**config.mk**
```make
export PLATFORM = sky130hd
export DESIGN_NAME = matrix_store
export DESIGN_NICKNAME = d
export VERILOG_FILES = /design/src/rtl/matrix_store.sv
export SDC_FILE = /design/constraint.sdc
export NUM_CORES = 2
export LEC_CHECK = 0
export BUFFER_PORTS_ARGS = -buffer_cell sky130_fd_sc_hd__buf_2
export CAP_MARGIN = 20
export CORE_AREA = 4 4 421 423
export DETAILED_ROUTE_END_ITERATION = 8
export DIE_AREA = 0 0 425 427
export SETUP_SLACK_MARGIN = 0.4
export SLEW_MARGIN = 20
export SYNTH_ARGS = -nofsm -noshare
export SYNTH_HDL_FRONTEND = slang
export SYNTH_SLANG_ARGS = --single-unit
```
**constraint.sdc**
```tcl
create_clock -name clk -period 13.2 [get_ports clk]
set_input_delay 2.64 -clock clk [delete_from_list [all_inputs] [get_ports clk]]
set_output_delay 2.64 -clock clk [all_outputs]
set_load 0.01 [all_outputs]
```
**src/rtl/matrix_store.sv**
```systemverilog
// matrix_store: gathers parser element writes into matrices, commits them to a slot ring, streams them back
module matrix_store #(
  parameter int ELEM_W   = 8,
  parameter int MAX_DIM  = 5,
  parameter int NUM_SLOT = 8,
  parameter int ID_W     = 3
) (
  input  logic              clk,
  input  logic              rst_n,
  input  logic [2:0]        dim_m,
  input  logic [2:0]        dim_n,
  input  logic              wr_en,
  input  logic [ELEM_W-1:0] wr_data,
  input  logic              wr_abort,
  input  logic              rd_req,
  input  logic [ID_W-1:0]   rd_id,
  output logic              commit,
  output logic [ID_W-1:0]   commit_id,
  output logic [ID_W:0]     mat_count,
  output logic              dim_err,
  output logic              rd_err,
  output logic              rd_valid,
  output logic [ELEM_W-1:0] rd_data,
  output logic              rd_last,
  output logic [2:0]        rd_dim_m,
  output logic [2:0]        rd_dim_n,
  output logic              busy
);
  localparam int SZ = MAX_DIM * MAX_DIM;
  localparam int AW = $clog2(NUM_SLOT * SZ);
  localparam int SW = $clog2(NUM_SLOT);
  typedef enum logic [1:0] {IDLE, WRITE, READ_SETUP, READ} state_t;
  state_t state, nxt;
  logic [ELEM_W-1:0] mem [NUM_SLOT*SZ];
  logic [ELEM_W-1:0] mem_q;
  logic [2:0] slot_m [NUM_SLOT];
  logic [2:0] slot_n [NUM_SLOT];
  logic [NUM_SLOT-1:0] valid;
  logic [ID_W-1:0] wr_ptr, rid;
  logic [SW-1:0] wsl, rsl;
  logic [4:0] total, idx, cur, rtotal, wtot, widx, rtot, icur;
  logic [2:0] dm, dn;
  logic [AW-1:0] waddr, raddr;
  logic pend, v1, l1, e1;
  logic dims_ok, start, wr_go, wr_done, rd_ok, iss, iss_last;
  assign busy = state != IDLE;
  always_comb begin
    wsl = SW'(wr_ptr);
    rsl = SW'(rid);
    dims_ok = dim_m != 3'd0 && dim_n != 3'd0 && int'(dim_m) <= MAX_DIM && int'(dim_n) <= MAX_DIM;
    start = state == IDLE && wr_en && dims_ok;
    wr_go = start || (state == WRITE && wr_en && !wr_abort);
    wtot = start ? 5'(dim_m) * 5'(dim_n) : total;
    widx = start ? 5'd0 : idx;
    wr_done = wr_go && widx == wtot - 5'd1;
    rd_ok = {1'b0, rid} < (ID_W+1)'(NUM_SLOT) && valid[rsl];
    rtot = state == READ ? rtotal : 5'(slot_m[rsl]) * 5'(slot_n[rsl]);
    icur = state == READ ? cur : 5'd0;
    iss = state == READ || (state == READ_SETUP && rd_ok);
    iss_last = iss && icur == rtot - 5'd1;
    waddr = AW'(wr_ptr) * AW'(SZ) + AW'(widx);
    raddr = AW'(rid) * AW'(SZ) + AW'(icur);
    nxt = state;
    if (state == IDLE || state == WRITE)
      nxt = (state == WRITE && wr_abort) ? IDLE :
            wr_done ? ((pend || rd_req) ? READ_SETUP : IDLE) :
            start ? WRITE :
            (state == IDLE && (pend || rd_req)) ? READ_SETUP : state;
    else
      nxt = (iss && !iss_last) ? READ : IDLE;
  end
  always_ff @(posedge clk) begin
    if (wr_go) mem[waddr] <= wr_data;
    if (iss) mem_q <= mem[raddr];
    if (wr_done) begin
      slot_m[wsl] <= start ? dim_m : dm;
      slot_n[wsl] <= start ? dim_n : dn;
    end
  end
  always_ff @(posedge clk or negedge rst_n) begin
    if (!rst_n) begin
      state     <= IDLE;
      valid     <= '0;
      wr_ptr    <= '0;
      mat_count <= '0;
      commit    <= 1'b0;
      commit_id <= '0;
      dim_err   <= 1'b0;
      rd_err    <= 1'b0;
      rd_valid  <= 1'b0;
      rd_data   <= '0;
      rd_last   <= 1'b0;
      rd_dim_m  <= '0;
      rd_dim_n  <= '0;
      pend      <= 1'b0;
      rid       <= '0;
      total     <= '0;
      idx       <= '0;
      cur       <= '0;
      rtotal    <= '0;
      dm        <= '0;
      dn        <= '0;
      v1        <= 1'b0;
      l1        <= 1'b0;
      e1        <= 1'b0;
    end else begin
      state    <= nxt;
      commit   <= wr_done;
      dim_err  <= state == IDLE && wr_en && !dims_ok;
      v1       <= iss;
      l1       <= iss_last;
      e1       <= state == READ_SETUP && !rd_ok;
      rd_valid <= v1;
      rd_last  <= l1;
      rd_err   <= e1;
      if (v1) rd_data <= mem_q;
      // only the newest request is held; it is resolved once the FSM reaches READ_SETUP
      if (rd_req && (state == IDLE || state == WRITE)) begin
        pend <= 1'b1;
        rid  <= rd_id;
      end else if (state == READ_SETUP) pend <= 1'b0;
      if (start) begin
        total      <= wtot;
        dm         <= dim_m;
        dn         <= dim_n;
        valid[wsl] <= 1'b0;
      end
      if (wr_go) idx <= widx + 5'd1;
      if (wr_done) begin
        valid[wsl] <= 1'b1;
        commit_id  <= wr_ptr;
        wr_ptr     <= wr_ptr == ID_W'(NUM_SLOT-1) ? '0 : wr_ptr + ID_W'(1);
        if (mat_count != (ID_W+1)'(NUM_SLOT)) mat_count <= mat_count + (ID_W+1)'(1);
      end
      if (state == READ_SETUP && rd_ok) begin
        rd_dim_m <= slot_m[rsl];
        rd_dim_n <= slot_n[rsl];
        rtotal   <= rtot;
      end
      cur <= icur + 5'd1;
    end
  end
endmodule

```
* Word level (Yosys, flattened, before mapping) *
Memories as Yosys holds them, arrays and structs flattened. A register that Yosys moved wholly into a read port is not among the register bits.
Index checks and enable logic that the tools add are counted.

word-level totals
  bits in writable memories = 1648
  memories kept = 3
  register bits after elaboration = 72
  logic and storage cells = 112
  bits of input ports = 22
  output and inout port bits = 27

operators by class
  reduce and logical (&&, ||, !) cells = 31
  $mul = 4
  order comparisons = 5
  $add $sub $neg = 8
  muxes and demuxes = 26
  bitwise gates (word level) = 3
  eq/ne operators = 8

memory list
  name    words  bits a word  rd ports  clocked after Yosys merged registers in  write ports  line  source
  mem     200    8            1         1                                        1            34    logic [ELEM_W-1:0] mem [NUM_SLOT*SZ];
  slot_m  8      3            1         0                                        1            36    logic [2:0] slot_m [NUM_SLOT];
  slot_n  8      3            1         0                                        1            37    logic [2:0] slot_n [NUM_SLOT];

operators by type and width
  kind                                                    number
  two-way mux 5 bit                                       4
  logical AND 1 bit                                       17
  adder 8 x 5 -> 8 bit                                    2
  multiplier 3 x 5 -> 8 bit (second input constant)       2
  two-way mux 8 bit                                       2
  two-way mux 2 bit                                       7
  adder 5 x 1 -> 5 bit (second input constant)            2
  == test 5 bit                                           2
  multiplier 3 x 3 -> 5 bit                               2
  subtractor 5 x 1 -> 5 bit (second input constant)       2
  two-way mux 3 bit                                       3
  bitwise AND 8 bit                                       1
  < comparator 3 x 4 -> 1 bit (second input constant)     2
  two-way mux 1 bit                                       8
  NOT 8 bit                                               1
  OR 8 bit                                                1
  less-or-equal comparator 3 bit (second input constant)  2
  nonzero test 3 bit                                      2
  != test 5 x 3 -> 1 bit (second input constant)          1
  adder 4 x 1 -> 4 bit (second input constant)            1
  == test 2 bit (second input constant)                   2
  logical NOT 1 bit                                       4
  logical OR 1 bit                                        4
  != test 4 bit (second input constant)                   1
  9 further kinds                                         10

* Depth between registers and ports, before layout *
  word-level depth = 12
  depth in mapped cells = 20
  depth with buffers taken out = 15

* Least setup slack after synthesis *
Ideal clock, no wire load.

  kind = input-to-reg
  start point = input wr_en
  end point = memory mem[120][0] (enable)
  slack = 5971 ps
  required time = 12830 ps
  path buffers = 2
  arrival = 6859 ps
  stages = 15
  cell sequence = or3b_2 -> nand4b_1 -> clkbuf_1 -> and2_1 -> ha_1 -> ha_1 -> fa_1 -> a21o_1 -> a21oi_1 -> o21bai_1 -> a21oi_1 -> xor2_1 -> nand3_1 -> clkbuf_1 -> nor2_1

on the way
  word-level cells in the longest chain between the ends = 5
  elaborated cells between the ends (all ways) = 9
  classes of those cells = add/sub: 1; mux: 3; reduce/logical: 5

ends and longest elaborated chain
  item                                                                          line  source
  start: declaration                                                            12    input logic wr_en,
  parallel branches: the longest is 5 deep, another holds adder 8 x 5 -> 8 bit  -
  end: declaration                                                              34

Several ways; the timed one is not identified.

* Worst setup path in the final report *
  start point = input wr_en
  end point = memory mem[33][6] (enable)

The elaborated chain is that of the path after synthesis.

==> impl_metrics.json <==
{
  "status": "finished, final reports clean",
  "fmax_mhz": 130,
  "first_pass_iters": 6,
  "yosys_register_bits": 1728,
  "clock-root-buffer": "clkbuf_16",
  "crit_path_max_incr_delay_ns": 0.95,
  "critPathKind": "input pin to flip-flop",
  "cp_num_cells": 15,
  "min_period_over_period_pct": 58.4,
  "ctsHtreeMaxLevel": 4,
  "fin_skew_ns": 0.0466,
  "n_fill_cell": 14635,
  "end_kind": "flip-flop",
  "start_kind": "input pin",
  "crit_buf_inv": 2,
  "synthCells": 3362,
  "hold_viol": 0,
  "syn_nets": 3432,
  "wl_mm": 176,
  "synth_warnings": 0,
  "gp_congestion": 0.823,
  "antenna_found_initial": 6,
  "wl_per_cell_um": 29.7,
  "ys_types": 72,
  "post-cts-setup-buffer-count": 0,
  "vias": 33613,
  "path_cells": "buf_2, or3b_2, nand4b_1, buf_4, and2_1, ha_1, ha_1, fa_1, a21o_1, a21oi_1, o21bai_1, a21oi_1, xor2_1, nand3_1, nor2_1",
  "dp_hpwl_mm": 105,
  "synth-main-ff-cell": "edfxtp_1",
  "drc": 0,
  "arrival_ns": 8.14,
  "syn_area_um2": 68900,
  "grt_pass1_vias": 33885,
  "grt_overflow_total": 0,
  "fp-row-count": 153,
  "power_density_nw_per_um2": 237,
  "ant_nets": 0,
  "rsz0062_at_grt": "false",
  "syn_area_per_cell_um2": 20.5,
  "min_path_cells": 0,
  "clk_path_buf_depth": 3,
  "period_minus_slack_ns": 7.71,
  "clk_pin_slew_ns": 0.06,
  "layout_commonest_cell": "edfxtp_1",
  "drv_cap": 0,
  "required_ns": 13.63,
  "setup_viol": 0,
  "most-common-layout-cells": "edfxtp_1 (1656), mux4_2 (463), nor2_1 (266), nand2_1 (187), clkbuf_16 (173)",
  "cts_buffers": 170,
  "cts_tree": "done",
  "dieArea_um2": 181000,
  "hold_ws_ns": 0.352,
  "drt-initial-drc-count": 4524,
  "drv_slew": 0,
  "cts_resized": 0,
  "die_h_um": 427,
  "die_w_um": 425,
  "grt_pass1_wl_mm": 252,
  "r2r_cells": 15,
  "setup-tns-final_ns": 0,
  "ys_seq_area_share_pct": 74.8,
  "p_leak_nw": 24.5,
  "ir_drop_uv": 312,
  "ios": 49,
  "path_delay_family": "simple AND/OR/NAND/NOR gates",
  "hold_class": "flip-flop to flip-flop",
  "crit_fanout": 27,
  "slew_headroom_pct": 23.0,
  "layout-drive-gt1-share_pct": 24.5,
  "cts_hold_buf": 0,
  "route.detailed.vias_per_inst": 5.67,
  "start_util_pct": 39.7,
  "io_buffers": 48,
  "cp_slowest_cell": "nor2_1",
  "tightest_slew_ns": 1.15,
  "grt_max_degree": 135,
  "core-area_um2": 173000,
  "final_util_pct": 44.6,
  "synth-edff-count": 1656,
  "synthArstFlopShare_pct": 4.17,
  "cts_sinks": 1728,
  "grt_use_total_pct": 19.4,
  "clk_latency_ns": 0.82,
  "areaGrowthSynthToFinish_pct": 12.2,
  "nets": 3531
}
## sequential cells by signal, summed over array words and instances, names as in the netlist, 2 cells and up
signal     cells
wr_ptr         3
state          2
total          5
mat_count      4
mem         1600
dm             3
rd_dim_m       3
rid            3
commit_id      3
slot_n        24
rd_dim_n       3
cur            5
valid          8
dn             3
mem_q          8
slot_m        24
rtotal         5
idx            5
rd_data        8
## worst paths after layout
kind	from	to	slack [ns]
max in group asynchronous	rst_n	rid[2]	10.58
worst max-delay path	wr_en	mem[33][6]	5.49
worst min register to register	l1	rd_last	0.35
min in group asynchronous	rst_n	idx[2]	1.98
worst min-delay path	l1	rd_last	0.35
worst max register to register	state[1]	mem_q[5]	6.68
## cells by family (layout without fill, tap and decap cells)
kind of cell / count (synthesis) / count (layout) / synth area share (%)
flip-flops: 1728 / 1728 / 74.8
AND/OR/NAND/NOR: 620 / 620 / 3.88
multiplexers: 542 / 542 / 16.4
buffers and inverters: 211 / 446 / 1.66
AO/OA/AOI/OAI: 167 / 167 / 1.71
adder cells (fa/ha/maj): 48 / 48 / 0.937
XOR/XNOR: 46 / 46 / 0.663
other: 0 / 5 / 0
## final cells by class
cell class | instances | area [µm²] | area share (%)
flip-flops and latches | 1728 | 51500 | 66.7
multi-input cells | 1423 | 16300 | 21.1
clock buffers | 198 | 4430 | 5.73
well taps | 2325 | 2910 | 3.76
clock inverters | 110 | 1160 | 1.50
repair buffers | 112 | 843 | 1.09
inverters | 26 | 97.6 | 0.126
diodes | 5 | 12.5 | 0.0162
## power by group
group          total (mW)  leakage [nW]  internal, mW  switching, mW
combinational        7.12          5.94          2.84           4.28
sequential           6.31          15.8          6.20          0.111
clock                4.86          2.71          2.76           2.09
## synth_stat cells, drive strengths merged (14+ instances only)
library cell | count | area (µm²)
inv | 25 | 93.8
nand3 | 57 | 285
xor2 | 16 | 159
edfxtp | 1656 | 49700
mux2i | 58 | 581
a21oi | 28 | 144
o21ai | 27 | 135
mux2 | 19 | 214
clkbuf | 69 | 260
nand2 | 195 | 732
and3 | 27 | 169
mux4 | 465 | 10500
a211oi | 15 | 113
dfrtp | 72 | 1800
nor2 | 267 | 1000
xnor2 | 28 | 253
nand4 | 19 | 119
a21o | 14 | 105
ha | 42 | 526
buf | 116 | 786
o211ai | 15 | 113
## stage by stage
| step | cell area, µm² | total power, mW | instances | setup WS [ns] |
|---|---|---|---|---|
| after global placement | 71700 | 13.5 | 5612 | 4.79 |
| after CTS | 77300 | 18.3 | 5920 | 5.60 |
| after global routing | 77300 | 19.0 | 5922 | 5.23 |
| after floorplan | 68900 | 11.2 | 3362 | 5.97 |
| final | 77300 | 18.3 | 5927 | 5.49 |
| after detailed placement | 71700 | 13.5 | 5612 | 4.80 |
## worst reg2reg max path: stages, from the launching register on
cell and delay (ns):
dfrtp_1 0.63, and2_1 0.42, nand2_1 0.12, inv_1 0.12, ha_4 0.15, ha_4 0.13, inv_1 0.05, fa_4 0.58
xor2_4 0.65, buf_4 0.68, buf_4 0.60, mux4_2 0.45, nor2_1 0.13, a2111oi_1 0.81, a211oi_1 0.10, o211ai_1 0.60
## per-layer routing
metal	share of wire [%]	global-route usage (%)	vias to the layer above	routed length, µm
met1	41	27.6	17756	72600
met2	47	30.0	1627	82700
met4	2.5	5.44	0	4430
met5	0	0	-	0
li1	-	-	13983	-
met3	9.4	4.78	247	16500
No activity file was read; power rests on OpenSTA's default activity.
